File: src/rtl/channel_selector.sv
// channel_selector: turns debounced up/down button levels into a wrapping channel index with hold-to-repeat
module channel_selector #(
   parameter int N_CH          = 13,
   parameter int CH_W          = 4,
   parameter int HOLD_CYCLES   = 50_000_000,
   parameter int REPEAT_CYCLES = 10_000_000,
   parameter int CNT_W         = 26
) (
   input  logic            clk,
   input  logic            reset_n,
   input  logic            up_level,
   input  logic            dn_level,
   output logic [CH_W-1:0] ch_idx,
   output logic            ch_tick,
   output logic            repeat_active
);
   typedef enum logic [2:0] {IDLE, HOLD_UP, REPEAT_UP, HOLD_DN, REPEAT_DN, LOCK} state_t;
   localparam logic [CNT_W-1:0] HOLD_LD = CNT_W'(HOLD_CYCLES - 1);
   localparam logic [CNT_W-1:0] REP_LD  = CNT_W'(REPEAT_CYCLES - 1);
   localparam logic [CH_W-1:0]  LAST    = CH_W'(N_CH - 1);
   state_t           state;
   logic [CNT_W-1:0] timer;
   logic [CH_W-1:0]  nxt_up, nxt_dn;
   always_comb begin
      nxt_up = (ch_idx == LAST) ? '0 : ch_idx + 1'b1;
      nxt_dn = (ch_idx == '0) ? LAST : ch_idx - 1'b1;
   end
   always_ff @(posedge clk) begin
      if (!reset_n) begin
         state         <= IDLE;
         timer         <= '0;
         ch_idx        <= '0;
         ch_tick       <= 1'b0;
         repeat_active <= 1'b0;
      end else begin
         ch_tick       <= 1'b0;
         repeat_active <= 1'b0;
         case (state)
            IDLE: begin
               if (up_level && !dn_level) begin
                  ch_idx  <= nxt_up;
                  ch_tick <= 1'b1;
                  timer   <= HOLD_LD;
                  state   <= HOLD_UP;
               end else if (dn_level && !up_level) begin
                  ch_idx  <= nxt_dn;
                  ch_tick <= 1'b1;
                  timer   <= HOLD_LD;
                  state   <= HOLD_DN;
               end else if (up_level && dn_level) begin
                  state <= LOCK;
               end
            end
            HOLD_UP, REPEAT_UP: begin
               if (dn_level) begin
                  state <= LOCK;
               end else if (!up_level) begin
                  state <= IDLE;
               end else if (timer == '0) begin
                  ch_idx        <= nxt_up;
                  ch_tick       <= 1'b1;
                  timer         <= REP_LD;
                  state         <= REPEAT_UP;
                  repeat_active <= 1'b1;
               end else begin
                  timer         <= timer - 1'b1;
                  repeat_active <= (state == REPEAT_UP);
               end
            end
            HOLD_DN, REPEAT_DN: begin
               if (up_level) begin
                  state <= LOCK;
               end else if (!dn_level) begin
                  state <= IDLE;
               end else if (timer == '0) begin
                  ch_idx        <= nxt_dn;
                  ch_tick       <= 1'b1;
                  timer         <= REP_LD;
                  state         <= REPEAT_DN;
                  repeat_active <= 1'b1;
               end else begin
                  timer         <= timer - 1'b1;
                  repeat_active <= (state == REPEAT_DN);
               end
            end
            LOCK: if (!up_level && !dn_level) state <= IDLE;
            default: state <= IDLE;
         endcase
      end
   end
endmodule

File: config.mk
export PLATFORM = sky130hd
export DESIGN_NAME = channel_selector
export DESIGN_NICKNAME = d
export VERILOG_FILES = /design/src/rtl/channel_selector.sv
export SDC_FILE = /design/constraint.sdc
export NUM_CORES = 1
export LEC_CHECK = 0
export CORE_ASPECT_RATIO = 0.6
export CORE_MARGIN = 2
export CORE_UTILIZATION = 30
export DETAILED_ROUTE_END_ITERATION = 7
export GPL_ROUTABILITY_DRIVEN = 0
export PLACE_DENSITY_LB_ADDON = 0.15
export RECOVER_POWER = 25
export SETUP_SLACK_MARGIN = 0.2
export SLEW_MARGIN = 20
export SYNTH_ARGS = -nofsm -noshare
export SYNTH_HDL_FRONTEND = slang
export SYNTH_SLANG_ARGS = --single-unit
File: constraint.sdc
create_clock -name clk -period 3.66 [get_ports clk]
set_clock_uncertainty 0.1 [all_clocks]
set_input_delay 0.732 -clock clk [delete_from_list [all_inputs] [get_ports clk]]
set_output_delay 0.732 -clock clk [all_outputs]
set_load 0.01 [all_outputs]
==> results.sh <==
export IMPL_status="complete, no violations"
export IMPL_post_route_period_util=0.863
export IMPL_crit_path_max_incr_delay_ns=0.64
export IMPL_synth_avg_cell_area_um2=8.29
export IMPL_area_growth_pct=16.9
export IMPL_clk_pin_slew_ns=0.06
export IMPL_die_area_mm2=0.00816
export IMPL_ys_seq_elements=35
export IMPL_cts_made_buffers=5
export IMPL_grt_max_degree=22
export IMPL_grt_pass1_wl_um=9410
export IMPL_synth_top_area_frac=0.314
export IMPL_grt_use_total=0.151
export IMPL_drtIter0Drc=185
export IMPL_drv_slew=0
export IMPL_route_detailed_drc=0
export IMPL_hpwl_um=4180
export IMPL_layout_cells_most_common="dfxtp_1"
export IMPL_yosysWarnings=0
export IMPL_diodes=0
export IMPL_yosys_area_top_type="dfxtp_1"
export IMPL_p_comb_frac=0.586
export IMPL_floorplan_initialDensity=0.308
export IMPL_io_pins=10
export IMPL_antenna_found_initial=0
export IMPL_slowest_stage="dlygate4sd3_1"
export IMPL_p_total_uw=2790
export IMPL_syn_nets=282
export IMPL_ir_drop_mv=0.321
export IMPL_setup_viol=0
export IMPL_syn_inst=269
export IMPL_yosysUniqueCellTypes=51
export IMPL_clock_sinks=35
export IMPL_synthTopCellsByArea="dfxtp_1, ha_1, o21ai_0"
export IMPL_final_nets=292
export IMPL_core_area_mm2=0.00724
export IMPL_crit_type="in -> reg"
export IMPL_fill_cells=733
export IMPL_routed_wl_um=5750
export IMPL_power_frac_seq=0.265
export IMPL_worst_pin_slew_ns=0.640
export IMPL_seq_area_frac_synth=0.314
export IMPL_cts_htree_levels=2
export IMPL_layout_drive_gt1_share=0.104
export IMPL_vias=2043
export IMPL_p_clk_frac=0.148
export IMPL_synth_ff_type="dfxtp_1"
export IMPL_cts_hold_buffers=0
export IMPL_crit_path_start_kind="input port"
export IMPL_crit_path_frequent_cell="a311oi_1"
export IMPL_fp_dieH_um=70.8
export IMPL_p_sw_uw=1320
export IMPL_post_cts_resized=0
export IMPL_fin_setup_tns_ns=0
export IMPL_rows=24
export IMPL_p_leak_uw=0.000986
export IMPL_root_buffer="clkbuf_16"
export IMPL_p_per_area_mw_per_mm2=1070
export IMPL_grt_pass1_vias=1738
export IMPL_relSlewSlack=0.573
export IMPL_p_sw_frac=0.475
export IMPL_vias_per_cell=5.32
export IMPL_end_kind="flop"
export IMPL_critPathRequiredTime_ns=3.75
export IMPL_layout_common_cells="dfxtp_1, nor2_1, o21ai_0, nor3_1"
export IMPL_synthesis_area_mm2=0.00223
export IMPL_grt_setup_unrepaired="no"
export IMPL_async_flop_share=0
export IMPL_insertion_delay_ns=0.28
export IMPL_intPower_uw=1460
export IMPL_ant_nets=0
export IMPL_crit_fanout=21
export IMPL_port_buffers=9
export IMPL_crit_chain="dlygate4sd3_1 -> inv_1 -> ha_1 -> nor2b_1 -> a311oi_1 -> o31a_1 -> buf_12 -> nor4_1 -> nor3_1 -> a311oi_1"
export IMPL_synth_edf_count=0
export IMPL_hold_path_class="reg -> reg"
export IMPL_fp_dieW_um=115
export IMPL_overflow=0
export IMPL_cap_violations=0
export IMPL_wire_per_inst_um=15.0
export IMPL_max_freq_mhz=317
export IMPL_cts_tree="yes"
export IMPL_finalHoldViolCount=0
export IMPL_clockBufferDepth=2
export IMPL_arrival_ns=3.25
export IMPL_post_cts_buffers=0
export IMPL_firstDrtPassIters=5
export IMPL_finalCriticalPeriod_ns=3.16
==> routing by layer <==
layer  wire length (um)  track usage
met1               3280        0.249
met2               2030        0.172
met3                371       0.0497
met4                 68       0.0482
met5                  0            0
==> sequential cells by signal (all words and copies together) (netlist names) <==
name and flops:
ch_idx 4, ch_tick 1, repeat_active 1, state 3, timer 26
==> cell type report <==
type / count / area [um2] / share of cell area
clock buffers: 5 / 125 / 0.0480
well taps: 104 / 130 / 0.0499
clock inverters: 3 / 15.0 / 0.00576
inverters: 13 / 48.8 / 0.0187
flip-flops and latches: 35 / 701 / 0.269
multi-input cells: 206 / 1420 / 0.544
repair buffers: 18 / 170 / 0.0653
==> synth_stat cells (3+ instances only) <==
cell type  number
inv_1          13
o31a_1          3
xnor2_1         7
mux2i_1         4
nand4b_1        3
a31oi_1         7
a21boi_0        4
clkbuf_1        7
o221a_2         3
nand2b_1        3
buf_1           4
or4_1           3
dfxtp_1        35
buf_2           3
xor2_1          9
nor2b_1         4
o31ai_1         3
ha_1            9
a211oi_1        7
o21a_1          8
a311oi_1        4
a21oi_1        11
or3_1           8
nor4_1         10
o22ai_1         4
nand3_1         5
nor2_1         21
o21ai_0        16
nor3_1         14
nand2_1        13
==> power by group through the flow <==
stage / registers [uW] / logic, uW / clock network [uW]
after detailed placement: 743 / 1630 / 0
final: 740 / 1630 / 414
after global placement: 750 / 1640 / 0
after global routing: 774 / 1800 / 449
after CTS: 738 / 1640 / 428
after floorplan: 646 / 1270 / 0
==> cells by family (layout without fill, tap and decap cells) <==
logic type,after synthesis,count (layout),share of synthesized area
XOR/XNOR,16,16,0.0628
AO/OA/AOI/OAI,80,80,0.253
buffers and inverters,28,39,0.0505
AND/OR/NAND/NOR,96,96,0.247
flip-flops,35,35,0.314
multiplexers,4,4,0.0179
adder cells (fa/ha/maj),10,10,0.0550
==> metrics by stage <==
| stage | setup slack (ns) | util | hold WS (ns) | std cells | instance area [um2] |
|---|---|---|---|---|---|
| 4_1_cts | 0.580 | 0.360 | 0.401 | 384 | 2610 |
| 2_1_floorplan | 0.802 | - | 0.345 | 269 | 2230 |
| 6_report | 0.501 | 0.360 | 0.400 | 384 | 2610 |
| 5_1_grt | 0.343 | 0.360 | 0.417 | 384 | 2610 |
| 3_3_place_gp | 0.352 | 0.341 | 0.374 | 376 | 2470 |
| 3_5_place_dp | 0.263 | 0.341 | 0.388 | 376 | 2470 |
==> worst max-delay path, delay by kind of cell <==
kind	cells	cell delay (ns)
buffers and inverters	3	0.97
AND/OR/NAND/NOR	3	0.57
AO/OA/AOI/OAI	3	0.65
adder cells (fa/ha/maj)	1	0.32
==> path summary, 6_finish.rpt <==
| path | from | end | slack, ns | cells past startpoint |
|---|---|---|---|---|
| setup / recovery | dn_level | timer[19] | 0.50 | 10 |
| setup reg to reg | timer[3] | ch_idx[3] | 0.98 | 6 |
| hold / removal | timer[21] | timer[21] | 0.40 | 2 |
| hold reg to reg | timer[21] | timer[21] | 0.40 | 2 |
No activity file was read; power rests on OpenSTA's default activity.
